<file path="config.mk">
export PLATFORM = sky130hd
export DESIGN_NAME = pc_sequencer
export DESIGN_NICKNAME = d
export VERILOG_FILES = /design/src/rtl/pc_sequencer.sv
export SDC_FILE = /design/constraint.sdc
export NUM_CORES = 1
export LEC_CHECK = 0
export ABC_AREA = 1
export BUFFER_PORTS_ARGS = -buffer_cell sky130_fd_sc_hd__buf_2
export CAP_MARGIN = 20
export CORE_MARGIN = 2
export CORE_UTILIZATION = 50
export DETAILED_ROUTE_END_ITERATION = 10
export PLACE_DENSITY = 0.83
export SLEW_MARGIN = 20
export SYNTH_ARGS = -nofsm -noshare
export SYNTH_HDL_FRONTEND = slang
export SYNTH_SLANG_ARGS = --single-unit
</file>
<file path="constraint.sdc">
create_clock -name clk -period 2.8 [get_ports clk]
set_input_delay 0.28 -clock clk [delete_from_list [all_inputs] [get_ports clk]]
set_output_delay 0.28 -clock clk [all_outputs]
set_load 0.05 [all_outputs]
</file>
<file path="src/rtl/pc_sequencer.sv">
// pc_sequencer
// ------------
// Fetch/execute controller that owns the program counter. It issues
// instruction-fetch requests with a req/ack handshake. It presents the
// fall-through PC (pc + 1) to the branch unit and commits the branch unit's
// next-PC once per retired instruction. It also handles start, stall and
// halt.
//
// Optional feature: define BRANCH_STATS_EN to count taken branches on
// branch_count. Without the macro, branch_count is tied to zero and no
// counter register exists.
//
// Ports:
//   clk          system clock, all state on the rising edge
//   reset        synchronous active-high reset
//   start        begin execution at START_PC (honoured in IDLE/HALTED only)
//   fetch_ack    instruction memory has the instruction for pc (FETCH only)
//   stall        hold the current instruction in EXEC
//   halt         decoded instruction is halt (sampled in EXEC)
//   pc_next      next-PC result from the branch unit
//   pc           current program counter / fetch address
//   pc_inc       pc + 1 mod 2^D, fall-through PC for the branch unit
//   fetch_req    fetch request, high throughout FETCH
//   instr_valid  instruction valid, high throughout EXEC
//   branch_taken EXEC and pc_next != pc_inc (combinational)
//   done         program halted, high throughout HALTED
//   retired      retired-instruction counter (wraps)
//   branch_count taken-branch counter (wraps), zero unless BRANCH_STATS_EN

module pc_sequencer #(
    parameter int             D        = 12,
    parameter logic [D-1:0]   START_PC = '0,
    parameter int             CNT_W    = 16
) (
    input  logic             clk,
    input  logic             reset,
    input  logic             start,
    input  logic             fetch_ack,
    input  logic             stall,
    input  logic             halt,
    input  logic [D-1:0]     pc_next,
    output logic [D-1:0]     pc,
    output logic [D-1:0]     pc_inc,
    output logic             fetch_req,
    output logic             instr_valid,
    output logic             branch_taken,
    output logic             done,
    output logic [CNT_W-1:0] retired,
    output logic [CNT_W-1:0] branch_count
);

    typedef enum logic [1:0] {
        S_IDLE   = 2'd0,
        S_FETCH  = 2'd1,
        S_EXEC   = 2'd2,
        S_HALTED = 2'd3
    } state_t;

    state_t           state_q;
    logic [D-1:0]     pc_q;
    logic             fetch_req_q;
    logic             instr_valid_q;
    logic             done_q;
    logic [CNT_W-1:0] retired_q;
    logic [CNT_W-1:0] retired_d;
    logic             start_ok_s;
    logic             commit_s;

    // Fall-through PC and retired+1 wrap naturally by truncation.
    assign pc_inc    = pc_q + {{(D-1){1'b0}}, 1'b1};
    assign retired_d = retired_q + {{(CNT_W-1){1'b0}}, 1'b1};

    assign start_ok_s   = start && ((state_q == S_IDLE) || (state_q == S_HALTED));
    // A non-halt retirement: this is where pc_next is committed.
    assign commit_s     = (state_q == S_EXEC) && !stall && !halt;
    assign branch_taken = (state_q == S_EXEC) && (pc_next != pc_inc);

    assign pc          = pc_q;
    assign fetch_req   = fetch_req_q;
    assign instr_valid = instr_valid_q;
    assign done        = done_q;
    assign retired     = retired_q;

    // Sequencer FSM with registered strobes, pc and retired counter.
    always_ff @(posedge clk) begin
        if (reset) begin
            state_q       <= S_IDLE;
            pc_q          <= '0;
            fetch_req_q   <= 1'b0;
            instr_valid_q <= 1'b0;
            done_q        <= 1'b0;
            retired_q     <= '0;
        end else begin
            case (state_q)
                S_IDLE, S_HALTED: begin
                    if (start) begin
                        state_q     <= S_FETCH;
                        pc_q        <= START_PC;
                        fetch_req_q <= 1'b1;
                        done_q      <= 1'b0;
                        retired_q   <= '0;
                    end
                end
                S_FETCH: begin
                    if (fetch_ack) begin
                        state_q       <= S_EXEC;
                        fetch_req_q   <= 1'b0;
                        instr_valid_q <= 1'b1;
                    end
                end
                S_EXEC: begin
                    // Stall wins over halt; nothing moves while stalled.
                    if (!stall) begin
                        retired_q     <= retired_d;
                        instr_valid_q <= 1'b0;
                        if (halt) begin
                            state_q <= S_HALTED;
                            done_q  <= 1'b1;
                        end else begin
                            state_q     <= S_FETCH;
                            pc_q        <= pc_next;
                            fetch_req_q <= 1'b1;
                        end
                    end
                end
                default: begin
                    state_q       <= S_IDLE;
                    pc_q          <= '0;
                    fetch_req_q   <= 1'b0;
                    instr_valid_q <= 1'b0;
                    done_q        <= 1'b0;
                    retired_q     <= '0;
                end
            endcase
        end
    end

`ifdef BRANCH_STATS_EN
    logic [CNT_W-1:0] branch_count_q;
    logic [CNT_W-1:0] branch_count_d;

    assign branch_count_d = branch_count_q + {{(CNT_W-1){1'b0}}, 1'b1};
    assign branch_count   = branch_count_q;

    // Taken-branch counter: cleared on start, bumped on taken retirements.
    always_ff @(posedge clk) begin
        if (reset) begin
            branch_count_q <= '0;
        end else if (start_ok_s) begin
            branch_count_q <= '0;
        end else if (commit_s && branch_taken) begin
            branch_count_q <= branch_count_d;
        end else begin
            branch_count_q <= branch_count_q;
        end
    end
`else
    assign branch_count = '0;
    // start_ok_s and commit_s only feed the optional counter.
    logic unused_s;
    assign unused_s = start_ok_s ^ commit_s;
`endif

endmodule

</file>
==> results_dict.tcl <==
set metrics [dict create \
    outcome "completed" \
    cts_max_level 2 \
    syn_area_per_cell_um2 6.95 \
    setup_viol 0 \
    final_cell_area_um2 2620 \
    pin_count 78 \
    final_cell_mix "nand2_1 (80), buf_2 (61), inv_1 (44)" \
    antenna_found_initial 0 \
    port-buffer-count 61 \
    post-place-ws_ns 0.530 \
    clockRootBuffer "clkbuf_8" \
    grt_max_degree 23 \
    hold_ws_ns 0.259 \
    finalCritPeriodShare 0.884 \
    tightest_slew_ns 0.804 \
    ys_ff_latch 33 \
    max_clock_freq_mhz 404 \
    final_common_cell "nand2_1" \
    firstDrtPassIters 4 \
    viasPerCell 5.02 \
    rsz0062_at_grt "no" \
    fillers 417 \
    maxCapViolCount 0 \
    slew_headroom 0.464 \
    p_leak_nw 1.32 \
    fin_ws_ns 0.325 \
    area_growth_pct 15.7 \
    dieWidth_um 71.3 \
    grt_pass1_vias 1951 \
    drc 0 \
    synth_edf_count 0 \
    grt.total_usage 0.199 \
    die-area_um2 5090 \
    critPathSlowestCell "dfxtp_2" \
    cp_max_fo 6 \
    fin_nets 410 \
    dr.first_iter.drc_count 83 \
    period_needed_ns 2.48 \
    postCtsHoldBufs 0 \
    postCtsSetupRepairBufs 0 \
    p_per_area_nw_per_um2 808 \
    async_reset_ff_frac 0 \
    critPathArrivalTime_ns 2.20 \
    clk_latency_ns 0.28 \
    die_h_um 71.3 \
    required_ns 2.52 \
    grt_overflow_total 0 \
    path_common_cell "nand2_1" \
    crit_type "reg -> out" \
    synth_seq_area_share 0.292 \
    vias 2209 \
    initial_utilization 0.520 \
    cts.sinks 33 \
    multiInputGateArea_um2 1310 \
    globalplace.congestion 0.931 \
    seq_area_um2 662 \
    numCtsBuffers 5 \
    hold_class "in -> reg" \
    critPathCaptureType "primary output" \
    hpwl_mm 3.91 \
    cts.clk_slew.worst_paths_ns 0.07 \
    num_antenna_cells 0 \
    postSynthCellCount 326 \
    finalWirelength_mm 5.06 \
    fin_worst_skew_ns 0.00775 \
    post_synth_num_cell_types 34 \
    synth_top_flop_cell "dfxtp_1" \
    antenna_left 0 \
    cts_tree "built" \
    crit_path_max_incr_delay_ns 0.39 \
    cp_cell_sequence "ha_1, nand3_1, nor2_2, nand2_1, nand2_1, nand2_1, nand2_1, nand2_1, nor2_1, nand2_1, nor2_1, nor2_2, buf_2" \
    tns_ns 0 \
    critPathLaunchType "flip-flop" \
    max-vdd-ir-drop_v 0.000378 \
    cts-resized-gates 0 \
    drive_above_1_share 0.268 \
    cts_buffer_depth 2 \
    synth_area_um2 2270 \
    drv_slew 0 \
    synth_warnings 0 \
    row_count 24 \
    hold_violations 0 \
    avgRoutedWirePerCell_um 11.5 \
    design.core.area_um2 4350 \
    grt_pass1_wl_mm 8.27 \
    post_dp_cell_area_um2 2530 \
]
metal layers:
metal | vias to the layer above | GRT usage | routed length, um
met5 | - | 0 | 0
met2 | 80 | 0.333 | 2370
met3 | 5 | 0.0408 | 400
met4 | 0 | 0.0671 | 45
met1 | 991 | 0.254 | 2240
li1 | 1133 | - | -
cell type report:
type,instances,area share
multi-input combinational,236,0.499
sequential,33,0.253
timing repair buffer,61,0.116
inverter,50,0.0740
clock buffer,5,0.0263
tap,52,0.0248
clock inverter,3,0.00668
path summary, 6_finish.rpt:
path | cells past startpoint | endpoint | slack, ns | start
max reg2reg | 11 | retired[10] | 0.53 | state_q[0]
min | 3 | done | 0.26 | halt
min reg2reg | 2 | instr_valid | 0.46 | instr_valid
max | 13 | branch_taken | 0.32 | pc[0]
per-stage QoR:
stage / power, W / util / cells
after CTS: 0.00213 / 0.602 / 440
after floorplan: 0.00160 / - / 341
after global placement: 0.00176 / 0.582 / 432
after detailed placement: 0.00177 / 0.582 / 432
after global routing: 0.00224 / 0.602 / 440
final: 0.00212 / 0.602 / 440
power breakdown:
part / leakage [nW] / switching, W / internal, W / total [W]
clock: 0.0439 / 0.000181 / 0.000171 / 0.000353
combinational: 1.01 / 0.000875 / 0.000270 / 0.00114
sequential: 0.269 / 0.0000816 / 0.000538 / 0.000620
total: 1.32 / 0.00114 / 0.000979 / 0.00212
synthesized netlist by cell type, types with 2 or more instances:
library cell   n  area (um2)
ha_1           5        62.6
o21ai_0        8        40.0
o21ai_1        3        15.0
nor2_4         5        56.3
inv_1         45         169
nand2_1       80         300
nand3_1       27         135
nand4_1        4        25.0
inv_2          3        11.3
nor2_1        25        93.8
a21oi_1       25         125
dfxtp_1       33         661
xor2_1         4        35.0
buf_6          3        33.8
nor3_1         2        10.0
nor2_8         2        40.0
buf_4         16         120
nand2_4        2        22.5
nand3b_1       5        37.5
nor2_2         4        25.0
a211oi_2      10         125
clkbuf_1       3        11.3
logic make-up (layout without fill, tap and decap cells):
family                   after synthesis  after routing  share of synthesized area
buffers and inverters                 72            119                      0.157
adder cells (fa/ha/maj)                5              5                     0.0276
XOR/XNOR                               5              5                     0.0193
AO/OA/AOI/OAI                         50             50                      0.152
AND/OR/NAND/NOR                      160            160                      0.351
flip-flops                            33             33                      0.292
other                                  1             16                    0.00165
registers in the layout, summed over array words and instances, names as in the netlist:
signal	flops
instr_valid	1
fetch_req	1
state_q	2
done	1
retired	16
pc	12
worst max-delay path, delay by kind of cell (launching register included):
kind          cells  cell delay (ns)
simple gates     11             1.06
flops             1             0.39
fa+ha+maj         1             0.23
buf+inv           1             0.21
Note: power is estimated with default switching activity, not from simulation.
